**src/rtl/vga_pkg.sv**
```systemverilog
// Shared VGA timing constants and colour codes for the timing generator and sprite blocks.
package vga_pkg;

    localparam int H_ACTIVE = 640;
    localparam int H_FP     = 16;
    localparam int H_SYNC   = 96;
    localparam int H_BP     = 48;
    localparam int H_TOTAL  = H_ACTIVE + H_FP + H_SYNC + H_BP;

    localparam int V_ACTIVE = 480;
    localparam int V_FP     = 10;
    localparam int V_SYNC   = 2;
    localparam int V_BP     = 33;
    localparam int V_TOTAL  = V_ACTIVE + V_FP + V_SYNC + V_BP;

    localparam int SCALE_SHIFT = 2;
    localparam int GAME_W      = 160;
    localparam int GAME_H      = 120;

    localparam int COLOR_W = 3;
    typedef logic [COLOR_W-1:0] color_t;

    // Colour codes are {R,G,B}; display_sprite stores sprite pixels in this encoding.
    typedef enum logic [COLOR_W-1:0] {
        COL_BLACK   = 3'b000,
        COL_BLUE    = 3'b001,
        COL_GREEN   = 3'b010,
        COL_CYAN    = 3'b011,
        COL_RED     = 3'b100,
        COL_MAGENTA = 3'b101,
        COL_YELLOW  = 3'b110,
        COL_WHITE   = 3'b111
    } color_code_e;

    function automatic logic [9:0] scale_down(input logic [9:0] native, input int shift);
        return native >> shift;
    endfunction

endpackage

```
**src/rtl/vga_timing_gen_if.sv**
```systemverilog
// Scan-coordinate bus between the timing generator (master) and the sprite/compositor (slave).
interface vga_timing_gen_if;
    import vga_pkg::*;

    logic [7:0] xvga;
    logic [6:0] yvga;
    logic       pix_active;
    logic       frame_start;
    color_t     color_in;

    modport master (
        output xvga,
        output yvga,
        output pix_active,
        output frame_start,
        input  color_in
    );

    modport slave (
        input  xvga,
        input  yvga,
        input  pix_active,
        input  frame_start,
        output color_in
    );

endinterface

```
**src/rtl/sync_delay_line.sv**
```systemverilog
// Single-bit shift register used to delay-match sync/active with the compositor pipeline.
module sync_delay_line #(
    parameter int   DEPTH     = 1,
    parameter logic RESET_VAL = 1'b0
) (
    input  logic clk,
    input  logic rst,
    input  logic din,
    output logic dout
);

    logic [DEPTH-1:0] stages;

    always_ff @(posedge clk or posedge rst) begin
        if (rst) begin
            stages <= {DEPTH{RESET_VAL}};
        end else begin
            stages[0] <= din;
            for (int i = 1; i < DEPTH; i++) begin
                stages[i] <= stages[i-1];
            end
        end
    end

    assign dout = stages[DEPTH-1];

endmodule

```
**src/rtl/vga_timing_gen.sv**
```systemverilog
// 640x480@60 VGA timing generator issuing 160x120 game coordinates and delay-matched sync/RGB.
module vga_timing_gen #(
    parameter int H_ACTIVE    = vga_pkg::H_ACTIVE,
    parameter int H_FP        = vga_pkg::H_FP,
    parameter int H_SYNC      = vga_pkg::H_SYNC,
    parameter int H_BP        = vga_pkg::H_BP,
    parameter int V_ACTIVE    = vga_pkg::V_ACTIVE,
    parameter int V_FP        = vga_pkg::V_FP,
    parameter int V_SYNC      = vga_pkg::V_SYNC,
    parameter int V_BP        = vga_pkg::V_BP,
    parameter int SCALE_SHIFT = vga_pkg::SCALE_SHIFT,
    parameter int PIPE_DELAY  = 1
) (
    input  logic                VGA_CLK,
    input  logic                reset,
    vga_timing_gen_if.master    vif,
    output logic                vga_hs,
    output logic                vga_vs,
    output vga_pkg::color_t     vga_rgb
);
    import vga_pkg::*;

    localparam int H_TOTAL = H_ACTIVE + H_FP + H_SYNC + H_BP;
    localparam int V_TOTAL = V_ACTIVE + V_FP + V_SYNC + V_BP;

    localparam logic [9:0] H_LAST     = 10'(H_TOTAL - 1);
    localparam logic [9:0] V_LAST     = 10'(V_TOTAL - 1);
    localparam logic [9:0] H_VIS_END  = 10'(H_ACTIVE);
    localparam logic [9:0] V_VIS_END  = 10'(V_ACTIVE);
    localparam logic [9:0] HS_START   = 10'(H_ACTIVE + H_FP);
    localparam logic [9:0] HS_END     = 10'(H_ACTIVE + H_FP + H_SYNC);
    localparam logic [9:0] VS_START   = 10'(V_ACTIVE + V_FP);
    localparam logic [9:0] VS_END     = 10'(V_ACTIVE + V_FP + V_SYNC);

    logic [9:0] hcount;
    logic [9:0] vcount;
    logic       h_vis;
    logic       v_vis;
    logic       active_raw;
    logic       hs_raw;
    logic       vs_raw;
    logic       hs_dly;
    logic       vs_dly;
    logic       act_dly;

    // Raster counters; the frame wrap happens on the same edge as the last line wrap.
    always_ff @(posedge VGA_CLK or posedge reset) begin
        if (reset) begin
            hcount <= '0;
            vcount <= '0;
        end else if (hcount == H_LAST) begin
            hcount <= '0;
            vcount <= (vcount == V_LAST) ? 10'd0 : vcount + 10'd1;
        end else begin
            hcount <= hcount + 10'd1;
        end
    end

    // Coordinates are decoded straight from the counters so the compositor sees them with no lag;
    // gating with reset keeps the bus quiet while the counters sit at (0,0).
    always_comb begin
        h_vis      = (hcount < H_VIS_END);
        v_vis      = (vcount < V_VIS_END);
        active_raw = h_vis && v_vis && !reset;
        hs_raw     = !((hcount >= HS_START) && (hcount < HS_END));
        vs_raw     = !((vcount >= VS_START) && (vcount < VS_END));

        vif.xvga        = h_vis ? 8'(scale_down(hcount, SCALE_SHIFT)) : 8'd0;
        vif.yvga        = v_vis ? 7'(scale_down(vcount, SCALE_SHIFT)) : 7'd0;
        vif.pix_active  = active_raw;
        vif.frame_start = (hcount == 10'd0) && (vcount == 10'd0) && !reset;
    end

    sync_delay_line #(.DEPTH(PIPE_DELAY), .RESET_VAL(1'b1)) u_hs_dly (
        .clk  (VGA_CLK),
        .rst  (reset),
        .din  (hs_raw),
        .dout (hs_dly)
    );

    sync_delay_line #(.DEPTH(PIPE_DELAY), .RESET_VAL(1'b1)) u_vs_dly (
        .clk  (VGA_CLK),
        .rst  (reset),
        .din  (vs_raw),
        .dout (vs_dly)
    );

    sync_delay_line #(.DEPTH(PIPE_DELAY), .RESET_VAL(1'b0)) u_act_dly (
        .clk  (VGA_CLK),
        .rst  (reset),
        .din  (active_raw),
        .dout (act_dly)
    );

    // Output stage: colour for a blanked coordinate is dropped so the DAC sees black in the porches.
    always_ff @(posedge VGA_CLK or posedge reset) begin
        if (reset) begin
            vga_hs  <= 1'b1;
            vga_vs  <= 1'b1;
            vga_rgb <= '0;
        end else begin
            vga_hs  <= hs_dly;
            vga_vs  <= vs_dly;
            vga_rgb <= act_dly ? vif.color_in : '0;
        end
    end

endmodule

```
**src/flat_wrapper.sv**
```systemverilog
// flat-port wrapper written by rule: the top's interface ports become plain ports
module vga_timing_gen_flat import vga_pkg::*;
#(
    parameter int H_ACTIVE    = vga_pkg::H_ACTIVE,
    parameter int H_FP        = vga_pkg::H_FP,
    parameter int H_SYNC      = vga_pkg::H_SYNC,
    parameter int H_BP        = vga_pkg::H_BP,
    parameter int V_ACTIVE    = vga_pkg::V_ACTIVE,
    parameter int V_FP        = vga_pkg::V_FP,
    parameter int V_SYNC      = vga_pkg::V_SYNC,
    parameter int V_BP        = vga_pkg::V_BP,
    parameter int SCALE_SHIFT = vga_pkg::SCALE_SHIFT,
    parameter int PIPE_DELAY  = 1
)
  (VGA_CLK, reset, vga_hs, vga_vs, vga_rgb, vif_xvga, vif_yvga, vif_pix_active, vif_frame_start, vif_color_in);
  vga_timing_gen_if vif_i ();
  input  logic VGA_CLK;
  input  logic reset;
  output logic vga_hs;
  output logic vga_vs;
  output vga_pkg::color_t vga_rgb;
  output wire logic [$bits(vif_i.xvga)-1:0] vif_xvga;
  output wire logic [$bits(vif_i.yvga)-1:0] vif_yvga;
  output wire logic [$bits(vif_i.pix_active)-1:0] vif_pix_active;
  output wire logic [$bits(vif_i.frame_start)-1:0] vif_frame_start;
  input wire logic [$bits(vif_i.color_in)-1:0] vif_color_in;
  assign vif_xvga = vif_i.xvga;
  assign vif_yvga = vif_i.yvga;
  assign vif_pix_active = vif_i.pix_active;
  assign vif_frame_start = vif_i.frame_start;
  assign vif_i.color_in = vif_color_in;
  vga_timing_gen #(.H_ACTIVE(H_ACTIVE), .H_FP(H_FP), .H_SYNC(H_SYNC), .H_BP(H_BP), .V_ACTIVE(V_ACTIVE), .V_FP(V_FP), .V_SYNC(V_SYNC), .V_BP(V_BP), .SCALE_SHIFT(SCALE_SHIFT), .PIPE_DELAY(PIPE_DELAY)) u_core (.VGA_CLK(VGA_CLK), .reset(reset), .vif(vif_i), .vga_hs(vga_hs), .vga_vs(vga_vs), .vga_rgb(vga_rgb));
endmodule
```
**config.mk**
```make
export PLATFORM = sky130hd
export DESIGN_NAME = vga_timing_gen_flat
export DESIGN_NICKNAME = d
export VERILOG_FILES = /design/src/rtl/vga_pkg.sv /design/src/rtl/vga_timing_gen_if.sv /design/src/rtl/sync_delay_line.sv /design/src/rtl/vga_timing_gen.sv /design/src/flat_wrapper.sv
export SDC_FILE = /design/constraint.sdc
export NUM_CORES = 1
export LEC_CHECK = 0
export BUFFER_PORTS_ARGS = -buffer_cell sky130_fd_sc_hd__buf_2
export CAP_MARGIN = 10
export CORE_ASPECT_RATIO = 1.5
export CORE_MARGIN = 8
export CORE_UTILIZATION = 40
export DETAILED_ROUTE_END_ITERATION = 10
export PLACE_DENSITY_LB_ADDON = 0.3
export SYNTH_ARGS = -nofsm -noshare
export SYNTH_HDL_FRONTEND = slang
export SYNTH_HIERARCHICAL = 1
export SYNTH_SLANG_ARGS = --single-unit
```
**constraint.sdc**
```tcl
create_clock -name VGA_CLK -period 6.2 [get_ports VGA_CLK]
set_input_delay 0.31 -clock VGA_CLK [delete_from_list [all_inputs] [get_ports VGA_CLK]]
set_output_delay 0.31 -clock VGA_CLK [all_outputs]
set_load 0.03 [all_outputs]
```
==> flow_summary.json <==
{
  "critPathArrivalTime_ns": 2.21,
  "hold_violations": 0,
  "crit_top_cell": "buf_2",
  "r2r_slack_ns": 3.71,
  "n_antenna_cell": 0,
  "fillCellCount": 353,
  "status": "completed",
  "die_h_um": 90.03,
  "path_class": "input pin to primary output",
  "layout_common_cells": "buf_2 (26), dfrtp_1 (24), nor2_1 (15), and2_1 (15), nand3_1 (11)",
  "antenna_found_initial": 0,
  "wl_um": 3166,
  "vias": 1159,
  "slew_headroom_pct": 35.78,
  "crit_slowest_cell": "inv_1",
  "final_common_cell": "buf_2",
  "io_buffers": 26,
  "path_cells": "dlygate4sd3_1, buf_2, inv_1, and3_1, buf_2",
  "initial_utilization_pct": 40.81,
  "start_kind": "input pin",
  "grt_pass1_wl_um": 5471,
  "finalSetupViolations": 0,
  "drive_above_1_share_pct": 20.90,
  "yosysUniqueCellTypes": 31,
  "initialDrtViolationCount": 32,
  "post_drt_via_cell_ratio": 5.268,
  "gp_congestion": 0.8027,
  "die-area_um2": 5883,
  "period_share_pct": 40.66,
  "maxSlewViolCount": 0,
  "maxCapViolCount": 0,
  "fp.dieW_um": 65.35,
  "ys_seq_area_share_pct": 48.29,
  "worstPathRequired_ns": 5.89,
  "avgSynthCellArea_um2": 9.614,
  "final_nets": 187,
  "slowest_delay_ns": 0.70,
  "min_period_ns": 2.521,
  "htreeDepth": 1,
  "rows": 27,
  "syn_to_final_growth_pct": 13.96,
  "cellLeakagePower_nw": 0.7847,
  "firstDrtPassIters": 5,
  "io_pins": 27,
  "drc_errors": 0,
  "post_drt_wl_per_cell_um": 14.39,
  "synth-warning-count": 6,
  "syn_area_um2": 1461,
  "cts_root_buffer": "clkbuf_8",
  "hpwl_um": 2375,
  "cts_tree": "built",
  "power_mw": 0.3064,
  "ys_seq_elements": 28,
  "clk-insertion-delay-late_ns": 0.27,
  "grt_max_degree": 27,
  "clockBufferDepth": 2,
  "clock_sinks": 28,
  "ant_nets": 0,
  "worstMarginPinSlew_ns": 0.9623,
  "fmax_mhz": 396.7,
  "powerDensity_nw_per_um2": 184.0,
  "grt_pass1_vias": 1167,
  "post_cts_buffers": 0,
  "hold_class": "input pin to flip-flop",
  "finClkSkew_ns": 0.004357,
  "rsz0062_at_grt": "false",
  "cts_buffers": 3,
  "synth.net_count": 161,
  "clkTransAtPathRegs_ns": 0.09,
  "overflow": 0,
  "track_usage_pct": 11.24,
  "peakVddDrop_mv": 0.1208,
  "syn_inst": 152,
  "crit_fanout": 26,
  "end_kind": "primary output",
  "cts.repair.resized": 0,
  "design.core.area_um2": 3581,
  "fin_setup_tns_ns": 0
}
## worst max-delay path, delay by kind of cell
family	cells	cell delay (ns)
buf+inv	4	1.59
simple gates	1	0.31
## report_power, final
part	switching [mW]	leakage [nW]	internal, mW
Sequential	0.000343	0.357	0.184
Combinational	0.00793	0.399	0.00301
Clock	0.0545	0.0288	0.0567
Total	0.0627	0.785	0.244
## routing by layer
| layer | vias to the layer above | routed length (um) | GRT usage, % |
|---|---|---|---|
| li1 | 569 | - | - |
| met1 | 548 | 1339 | 12.89 |
| met2 | 40 | 1582 | 19.62 |
| met3 | 2 | 221 | 2.733 |
| met4 | 0 | 23 | 3.291 |
| met5 | - | 0 | 0 |
## layout make-up
cell class / instances / area [um2] / share of cell area [%]
flip-flops and latches: 28 / 705.7 / 42.37
inverters: 10 / 37.54 / 2.254
multi-input cells: 108 / 673.1 / 40.42
well taps: 43 / 53.80 / 3.231
clock buffers: 4 / 55.05 / 3.306
repair buffers: 27 / 140.1 / 8.415
## synth_stat cells
library cell	n	share of area, %
nand3_1	11	3.8
nand2_1	8	2.1
nor3b_1	1	0.51
dfrtp_1	24	41
nand4_1	6	2.6
nor4_1	4	1.7
clkbuf_2	3	1.0
nor2b_1	5	2.1
a21boi_0	1	0.51
buf_6	2	1.5
o22ai_1	1	0.43
inv_1	10	2.6
o21ai_0	4	1.4
a21oi_1	3	1.0
or3_2	1	0.51
xor2_1	7	4.2
nor4b_1	2	1.2
nor2_1	15	3.9
and2_2	1	0.51
and2_1	15	6.4
nor3_1	4	1.4
a311oi_1	1	0.60
or3_1	1	0.43
dfstp_2	4	7.2
or4_1	2	1.0
or4b_4	1	0.94
buf_4	1	0.51
xnor2_1	6	3.6
o31ai_1	2	1.0
ha_1	4	3.4
and3_1	2	0.86
## worst paths after layout
kind | from | endpoint | depth (start not counted)
hold reg to reg | u_core/u_hs_dly/dout$_DFF_PP1_ | u_core/vga_hs$_DFF_PP1_ | 0
min in group asynchronous | reset | u_core/u_act_dly/dout$_DFF_PP0_ | 3
hold / removal | vif_color_in[2] | u_core/vga_rgb[2]$_DFF_PP0_ | 2
setup reg to reg | u_core/hcount[5]$_DFF_PP0_ | u_core/vcount[9]$_DFFE_PP0N_ | 4
max in group asynchronous | reset | u_core/hcount[1]$_DFF_PP0_ | 3
setup / recovery | reset | vif_pix_active | 5
## flip-flops by register name, summed over array words and instances, names as in the netlist
signal                 flops
u_core/hcount             10
u_core/u_act_dly/dout      1
u_core/u_hs_dly/dout       1
u_core/u_vs_dly/dout       1
u_core/vcount             10
u_core/vga_hs              1
u_core/vga_rgb             3
u_core/vga_vs              1
## per-stage QoR
stage	instance area, um2	hold slack (ns)	utilization (%)	cells	worst slack (ns)
2_1_floorplan	1461	0.03871	-	152	3.831
3_3_place_gp	1600	0.1955	44.69	215	3.772
3_5_place_dp	1600	0.1949	44.69	215	3.714
4_1_cts	1665	0.2550	46.51	220	3.595
5_1_grt	1665	0.2626	46.51	220	3.421
6_report	1665	0.2573	46.51	220	3.679
## timing repair
item                       CTS  global route
hold endpoints to repair     1             0
setup endpoints to repair    0             0
hold buffers                 1             0
## cells by family after synthesis
| kind of cell | Yosys count | synth area share (%) |
|---|---|---|
| AOI/OAI and AO/OA | 12 | 4.966 |
| xor gates and xnor gates | 13 | 7.791 |
| adders and majority gates | 4 | 3.425 |
| buffers and inverters | 16 | 5.651 |
| DFF | 28 | 48.29 |
| and+or+nand+nor | 79 | 29.88 |
Note: power is estimated with default switching activity, not from simulation.
